===== src/rtl/picosoc_bus_pkg.sv =====
// Shared types and constants for the PicoRV32 native-bus arbiter.
package picosoc_bus_pkg;

    localparam int unsigned MAX_MASTERS = 4;
    localparam int unsigned ID_W        = $clog2(MAX_MASTERS);
    localparam int unsigned ADDR_W      = 32;
    localparam int unsigned DATA_W      = 32;
    localparam int unsigned STRB_W      = 4;

    localparam logic [DATA_W-1:0] ERR_RDATA_DEF = 32'hDEAD_BEEF;

    typedef enum logic {
        ST_IDLE = 1'b0,
        ST_BUSY = 1'b1
    } bus_state_e;

    typedef struct packed {
        logic [ADDR_W-1:0] addr;
        logic [DATA_W-1:0] wdata;
        logic [STRB_W-1:0] wstrb;
    } bus_req_t;

    // Round-robin successor of a master index, wrapping at n.
    function automatic logic [ID_W-1:0] next_ptr(input logic [ID_W-1:0] id, input int unsigned n);
        if (32'(id) + 32'd1 >= n) return '0;
        return id + ID_W'(1);
    endfunction

endpackage


===== src/rtl/picosoc_rr_pick.sv =====
// Combinational round-robin picker: first requester at or after ptr, cyclically.
module picosoc_rr_pick
    import picosoc_bus_pkg::*;
#(
    parameter int unsigned N = 2
) (
    input  logic [N-1:0]    req,
    input  logic [ID_W-1:0] ptr,
    output logic            any,
    output logic [ID_W-1:0] idx
);

    int unsigned cand;

    always_comb begin
        any  = 1'b0;
        idx  = '0;
        cand = 0;
        for (int unsigned i = 0; i < N; i++) begin
            cand = 32'(ptr) + i;
            if (cand >= N) cand = cand - N;
            if (!any && req[cand]) begin
                any = 1'b1;
                idx = ID_W'(cand);
            end
        end
    end

endmodule


===== src/rtl/picosoc_bus_arbiter.sv =====
// Round-robin arbiter sharing one PicoRV32 native-bus slave port between
// several masters, with a bus-hang timeout and sticky error capture.
module picosoc_bus_arbiter
    import picosoc_bus_pkg::*;
#(
    parameter int unsigned NUM_MASTERS    = 2,
    parameter int unsigned TIMEOUT_CYCLES = 256,
    parameter logic [31:0] ERR_RDATA      = ERR_RDATA_DEF
) (
    input  logic                      clk,
    input  logic                      reset,
    input  logic [NUM_MASTERS-1:0]    m_valid,
    output logic [NUM_MASTERS-1:0]    m_ready,
    input  logic [32*NUM_MASTERS-1:0] m_addr,
    input  logic [32*NUM_MASTERS-1:0] m_wdata,
    input  logic [4*NUM_MASTERS-1:0]  m_wstrb,
    output logic [31:0]               m_rdata,
    output logic                      s_valid,
    input  logic                      s_ready,
    output logic [31:0]               s_addr,
    output logic [31:0]               s_wdata,
    output logic [3:0]                s_wstrb,
    input  logic [31:0]               s_rdata,
    output logic [1:0]                grant_id,
    output logic                      err_sticky,
    output logic [31:0]               err_addr,
    input  logic                      err_clr
);

    localparam int unsigned N      = NUM_MASTERS;
    localparam int unsigned TW_RAW = $clog2(TIMEOUT_CYCLES + 1);
    localparam int unsigned TW     = (TW_RAW < 8) ? 8 : ((TW_RAW > 16) ? 16 : TW_RAW);
    localparam bit          TIMEOUT_EN = (TIMEOUT_CYCLES != 0);
    localparam logic [TW-1:0] TIMER_LAST = (TIMEOUT_CYCLES == 0) ? '0 : TW'(TIMEOUT_CYCLES - 1);

    bus_state_e      state;
    logic [ID_W-1:0] rr_ptr;
    logic [TW-1:0]   timer;
    bus_req_t        sel;
    logic            gnt_valid;
    logic            pick_any;
    logic [ID_W-1:0] pick_idx;
    logic            busy;
    logic            timeout_hit;
    logic            abandon;
    logic            done;
    logic            timeout_evt;

    picosoc_rr_pick #(.N(N)) u_pick (
        .req (m_valid),
        .ptr (rr_ptr),
        .any (pick_any),
        .idx (pick_idx)
    );

    // Request mux and granted-master valid, selected by grant_id.
    always_comb begin
        sel       = '0;
        gnt_valid = 1'b0;
        for (int unsigned i = 0; i < N; i++) begin
            if (grant_id == ID_W'(i)) begin
                sel.addr  = m_addr[32*i +: 32];
                sel.wdata = m_wdata[32*i +: 32];
                sel.wstrb = m_wstrb[4*i +: 4];
                gnt_valid = m_valid[i];
            end
        end
    end

    assign busy        = (state == ST_BUSY);
    assign s_valid     = busy;
    assign s_addr      = sel.addr;
    assign s_wdata     = sel.wdata;
    assign s_wstrb     = sel.wstrb;
    assign timeout_hit = TIMEOUT_EN && busy && !s_ready && (timer == TIMER_LAST);
    // A master dropping its request abandons the transfer; that beats completion.
    assign abandon     = busy && !gnt_valid;
    assign done        = busy && !reset && !abandon && (s_ready || timeout_hit);
    assign timeout_evt = done && !s_ready;

    always_comb begin
        m_ready = '0;
        for (int unsigned i = 0; i < N; i++) begin
            if (done && grant_id == ID_W'(i)) m_ready[i] = 1'b1;
        end
        m_rdata = done ? (s_ready ? s_rdata : ERR_RDATA) : '0;
    end

    always_ff @(posedge clk) begin
        if (reset) begin
            state      <= ST_IDLE;
            rr_ptr     <= '0;
            grant_id   <= '0;
            timer      <= '0;
            err_sticky <= 1'b0;
            err_addr   <= '0;
        end else begin
            // A timeout in the same cycle as err_clr keeps the error set.
            if (err_clr) err_sticky <= 1'b0;
            if (timeout_evt) begin
                err_sticky <= 1'b1;
                if (!err_sticky) err_addr <= s_addr;
            end
            case (state)
                ST_IDLE: begin
                    if (pick_any) begin
                        grant_id <= pick_idx;
                        timer    <= '0;
                        state    <= ST_BUSY;
                    end
                end
                ST_BUSY: begin
                    if (abandon) begin
                        state <= ST_IDLE;
                    end else if (done) begin
                        state  <= ST_IDLE;
                        rr_ptr <= next_ptr(grant_id, N);
                    end else if (timer != '1) begin
                        timer <= timer + TW'(1);
                    end
                end
                default: state <= ST_IDLE;
            endcase
        end
    end

endmodule


===== config.mk =====
export PLATFORM = sky130hd
export DESIGN_NAME = picosoc_bus_arbiter
export DESIGN_NICKNAME = d
export VERILOG_FILES = /design/src/rtl/picosoc_bus_pkg.sv /design/src/rtl/picosoc_rr_pick.sv /design/src/rtl/picosoc_bus_arbiter.sv
export SDC_FILE = /design/constraint.sdc
export NUM_CORES = 1
export LEC_CHECK = 0
export BUFFER_PORTS_ARGS = -buffer_cell sky130_fd_sc_hd__buf_2
export CAP_MARGIN = 15
export CORE_AREA = 2 2 120 122
export CTS_BUF_LIST = sky130_fd_sc_hd__clkbuf_2 sky130_fd_sc_hd__clkbuf_4 sky130_fd_sc_hd__clkbuf_8
export DETAILED_ROUTE_END_ITERATION = 10
export DIE_AREA = 0 0 122 124
export HOLD_SLACK_MARGIN = 0.06
export PLACE_DENSITY = 0.67
export SKIP_CTS_REPAIR_TIMING = 1
export SLEW_MARGIN = 20
export SYNTH_ARGS = -nofsm -noshare
export SYNTH_HDL_FRONTEND = slang
export SYNTH_SLANG_ARGS = --single-unit

===== constraint.sdc =====
create_clock -name clk -period 3 [get_ports clk]
set_input_delay 0.45 -clock clk [delete_from_list [all_inputs] [get_ports clk]]
set_output_delay 0.45 -clock clk [all_outputs]
set_load 0.05 [all_outputs]

=== Word-level counts from Yosys, hierarchy flattened ===
Index checks and enable logic that the tools add are counted.

* Reductions and logical operators: 22
* $add $sub $neg: 6
* Mux-type cells: 36
* Eq/ne operators: 7
* Bitwise logic cells: 3
* Magnitude comparators: 5

{| class="wikitable"
|+ Operators by type and width
! operator !! number
|-
| 68-bit two-way mux || 2
|-
| 32-bit two-way mux || 4
|-
| 32-bit by 2-bit < comparator with 1-bit output (second input constant) || 2
|-
| 9-bit two-way mux || 4
|-
| 32-bit by 2-bit greater-or-equal comparator with 1-bit output (second input constant) || 1
|-
| 32-bit by 2-bit subtractor with 32-bit output (second input constant) || 1
|-
| 1-bit two-way mux || 20
|-
| 9-bit one-hot mux with 2 select lines || 1
|-
| 1-bit logical AND || 10
|-
| 9-bit by 1-bit adder with 9-bit output (second input constant) || 1
|-
| 9-bit by 8-bit == test with 1-bit output (second input constant) || 1
|-
| 9-bit != test (second input constant) || 1
|-
| 2-bit two-way mux || 4
|-
| 2-bit by 1-bit adder with 3-bit output (second input constant) || 2
|-
| 2-bit != test (second input constant) || 3
|-
| 1-bit logical NOT || 5
|-
| 2-bit AND reduction || 2
|-
| 4-bit AND reduction || 1
|-
| 3-bit by 2-bit greater-or-equal comparator with 1-bit output (second input constant) || 1
|-
| 1-bit inverter || 3
|-
| 3-bit AND reduction || 1
|-
| 2-bit by 2-bit subtractor with 3-bit output (second input constant) || 1
|-
| 2-bit by 1-bit adder with 2-bit output (second input constant) || 1
|-
| 2-bit by 1-bit == test with 1-bit output (second input constant) || 1
|-
| other kinds (6) || 6
|}

* Input bits: 174
* Flip-flop bits (word level): 47
* Output and inout port bits: 138

=== Logic depth before layout (Yosys ltp) ===
* Depth after elaboration: 13
* Mapped depth: 10
* Gate-level depth less buffers: 9

=== Hierarchy ===
Synthesis repeated with hierarchy kept, for this count alone.

* Cell total of the unflattened synthesis: 539
* Area, all modules: 3331.9 µm²

{| class="wikitable"
|+ Modules (own cells, without submodules)
! module !! sequential area each (µm²) !! area each (µm²) !! cells an instance !! instances
|-
| picosoc_bus_arbiter || 940.9 || 3300.7 || 534 || 1
|-
| picosoc_rr_pick || 0.0 || 31.3 || 5 || 1
|}

=== Worst setup path before layout ===
No wires, ideal clock.

* Path type: register to output
* Start point: register grant_id[1]
* End point: output port m_rdata[19]
* Data arrival time: 2.633 ns
* Slack: -0.083 ns
* Stages on the path, launching flop included: 8
* Cells stage by stage: dfxtp_1 -> inv_1 -> ha_1 -> buf_2 -> nand4b_1 -> a211o_1 -> clkbuf_1 -> a21oi_1

* Longest elaborated chain between the ends: 9
* Elaborated cells between the ends (all ways): 10
* Classes of those cells: 1 x eq/ne; 3 x mux; 6 x reduce/logical

{| class="wikitable"
|+ Ends and longest elaborated chain
! item !! line !! source
|-
| start: declaration || picosoc_bus_arbiter.sv:24 || <nowiki>output logic [1:0] grant_id,</nowiki>
|-
| start signal: assignment || picosoc_bus_arbiter.sv:107 || <nowiki>grant_id <= pick_idx;</nowiki>
|-
| 2-bit logical NOT || picosoc_bus_arbiter.sv:61 || <nowiki>if (grant_id == ID_W'(i)) begin</nowiki>
|-
| 1-bit two-way mux || picosoc_bus_arbiter.sv:61 ||
|-
| 1-bit two-way mux * || picosoc_bus_arbiter.sv:61 ||
|-
| 1-bit logical NOT * || picosoc_bus_arbiter.sv:77 || <nowiki>assign abandon = busy && !gnt_valid;</nowiki>
|-
| 1-bit logical AND * || picosoc_bus_arbiter.sv:77 ||
|-
| 1-bit logical NOT * || picosoc_bus_arbiter.sv:78 || <nowiki>assign done = busy && !reset && !abandon && (s_ready || timeout_hit);</nowiki>
|-
| 1-bit logical AND * (2 in a row) || picosoc_bus_arbiter.sv:78 ||
|-
| 32-bit two-way mux * || picosoc_bus_arbiter.sv:86 || <nowiki>m_rdata = done ? (s_ready ? s_rdata : ERR_RDATA) : '0;</nowiki>
|-
| end: declaration || picosoc_bus_arbiter.sv:17 || <nowiki>output logic [31:0] m_rdata,</nowiki>
|}

Mark *: on every way between the ends. The rest lies on a longest branch, timed or not.

=== Worst setup path after layout ===
* Start point: register timer[0]
* End point: output port m_rdata[12]

* Longest elaborated chain between the ends: 5

{| class="wikitable"
|+ Ends and longest elaborated chain
! item !! line !! source
|-
| start: declaration || picosoc_bus_arbiter.sv:38 || <nowiki>logic [TW-1:0] timer;</nowiki>
|-
| start signal: assignment || picosoc_bus_arbiter.sv:119 || <nowiki>timer <= timer + TW'(1);</nowiki>
|-
| 9-bit by 8-bit == test with 1-bit output || picosoc_bus_arbiter.sv:75 || <nowiki>assign timeout_hit = TIMEOUT_EN && busy && !s_ready && (timer == TIMER_LAST);</nowiki>
|-
| 1-bit logical AND || picosoc_bus_arbiter.sv:75 ||
|-
| 1-bit logical OR || picosoc_bus_arbiter.sv:78 ||
|-
| 1-bit logical AND || picosoc_bus_arbiter.sv:78 ||
|-
| 32-bit two-way mux || picosoc_bus_arbiter.sv:86 ||
|}

Every way passes these cells.

==> out/summary.txt <==
Outcome - complete, no violations
Synth Warn # - 0
Pwr/cell area - 375 nW/µm²
Max_cap viols - 0
Synth Register Bits - 47
Vias in the first global route - 3879
Count leader, synth - nand2_1
Final Slew Violations - 0
Die height - 124 µm
Row count - 43
Vias - 4483
Cell Int Power - 0.00105 W
Worst skew pair latency - 0.31 ns
GRT Residual Overflow - 0
Cts bufs inserted - 5
Synth area leader - dfxtp_1
Main flop type after synthesis - dfxtp_1
WHS - 0.315 ns
Critical Path Source Type - flop
IO Pins - 312
First-pass GRT wire length - 19500 µm
Total GRT Usage - 0.163
Req. time, crit path - 2.55 ns
Initial Utilization - 0.234
HP Class - in -> reg
Htree depth - 2
Root buffer cell - clkbuf_8
Layout overhead on the synthesized area - 60.1%
CTS tree - built
Crit end category - output port
EDFF count, synth - 0
DIE AREA - 15100 µm²
Clock share of power - 0.216
NumNets Final - 995
Maximum VDD drop - 182 µV
Via density per instance - 4.50
Synth async-reset ratio - 0
Post-synthesis sequential area ratio - 0.293
Chip Width - 122 µm
DRT iter0 DRCs - 183
Hold Fails Final Rpt - 0
Worst Max-Slew Pin Slew - 0.695 ns
Drt drc - 0
Combinational power share - 0.456
Core Box Area - 13700 µm²
Cell Area, Synth - 3210 µm²
P_sw - 0.000884 W
Share of post-route cells with drive strength above 1 - 0.431
Slew HR - 0.536
Max Buffers Root-to-Sink - 2
Syn Area/Cell - 6.06 µm²
Part of the power in registers - 0.328
Hpwl dp - 10400 µm
Sw Ratio - 0.458
IO Port Bufs - 311
Path type of the worst setup path - reg -> out
Placer Congestion - 0.787
Remaining antenna violation count - 0
Synth area leaders - dfxtp_1 29%, nand2_1 21%, o21ai_1 8.3%, a21oi_1 8.1%, inv_1 3.9%
FILL cells - 1485
Synthesized instance count - 530
Clk slew on worst S/H paths - 0.10 ns
Final setup fails - 0
Drt total wl - 13100 µm
Area fraction of the dominant cell type after synthesis - 0.293
Max Fclk - 348 MHz
Skew final - 0.0184 ns
Syn nets - 710
CP max FO - 30
Initial antenna violation count - 0
Most frequent cells after synthesis - 183 x nand2_1, 53 x o21ai_1, 52 x a21oi_1, 47 x dfxtp_1, 33 x inv_1
Critical path data arrival time - 2.43 ns
TNS Setup - 0 ns
Largest net degree at the start of global routing - 136
Final Power - 0.00193 W
First-pass DRT Iterations - 4
Min Tclk post-route - 2.88 ns
Clock sinks - 47
Period utilisation layout - 0.958
Synth unique cells - 42
WL per Instance - 13.2 µm
Pleak - 2.69 nW
==> cells in the final DEF, fill, tap and decap left out, drive strengths merged, types with 2 or more instances in the layout <==
| cell | n |
|---|---|
| a211o | 2 |
| a21oi | 52 |
| a22o | 4 |
| a31oi | 5 |
| and2 | 8 |
| buf | 306 |
| clkbuf | 19 |
| dfxtp | 47 |
| ha | 6 |
| inv | 33 |
| nand2 | 183 |
| nand3 | 12 |
| nand3b | 2 |
| nor2 | 27 |
| nor2b | 2 |
| nor3 | 10 |
| nor3b | 2 |
| nor4 | 2 |
| o211ai | 2 |
| o21ai | 69 |
| or2 | 2 |
| or3 | 3 |
==> stage by stage <==
step	util	area (µm²)	setup slack [ns]	instances
after floorplan	-	3230	-0.0829	530
after global placement	0.359	4920	0.387	988
after detailed placement	0.359	4920	0.247	988
after CTS	0.366	5020	-0.128	996
after global routing	0.375	5140	-0.0310	996
final	0.375	5140	0.125	997
==> registers in the layout, indices dropped and copies added (netlist names) <==
signal	flops
s_valid	1
grant_id	2
err_sticky	1
rr_ptr	2
err_addr	32
timer	9
==> kinds of logic (layout without fill, tap and decap cells) <==
| logic type | Yosys count | after routing | synth area share |
|---|---|---|---|
| simple gates | 260 | 260 | 0.342 |
| compound gates | 141 | 141 | 0.241 |
| buf+inv | 74 | 360 | 0.0943 |
| flops | 47 | 47 | 0.293 |
| fa+ha+maj | 6 | 6 | 0.0234 |
| mux | 2 | 2 | 0.00662 |
| other cells | 0 | 1 | 0 |
==> final cells by class <==
type / count / area [µm²] / share of cell area
antenna: 1 / 2.50 / 0.000486
clock buffer: 6 / 82.6 / 0.0161
clock inverter: 2 / 16.3 / 0.00316
inverter: 33 / 124 / 0.0241
multi-input combinational: 409 / 2050 / 0.399
sequential: 47 / 943 / 0.183
tap: 180 / 225 / 0.0438
timing repair buffer: 319 / 1700 / 0.330
==> per-layer routing <==
metal  track usage  part of all wire  vias up
li1              -                 -     2316
met1         0.203              0.43     1944
met2         0.279              0.46      206
met3        0.0412             0.093       17
met4        0.0467             0.019        0
met5             0                 0        -
==> critical path: stages (launching register included) <==
cell and delay [ns]:
dfxtp_2 0.36, ha_2 0.19, nand3_2 0.09, or2_4 0.28, nor2_4 0.13, ha_4 0.17
nor2_1 0.06, a211o_1 0.27, buf_12 0.18, a21oi_1 0.13, clkbuf_4 0.24
==> path summary, 6_finish.rpt <==
path	from	endpoint	slack, ns	cells past startpoint
worst max register to register	timer[0]	err_addr[27]	0.64	10
worst min-delay path	err_clr	err_sticky	0.32	2
worst max-delay path	timer[0]	m_rdata[12]	0.12	10
worst min register to register	err_addr[8]	err_addr[8]	0.45	2
==> power groups by stage <==
stage	logic (W)	clock network (W)	registers, W
CTS	0.000879	0.000442	0.000634
global route	0.000937	0.000464	0.000635
finish	0.000880	0.000416	0.000634
global placement	0.000876	0	0.000648
floorplan	0.000602	0	0.000652
detailed placement	0.000877	0	0.000648
(Power assumes the default switching activity.)
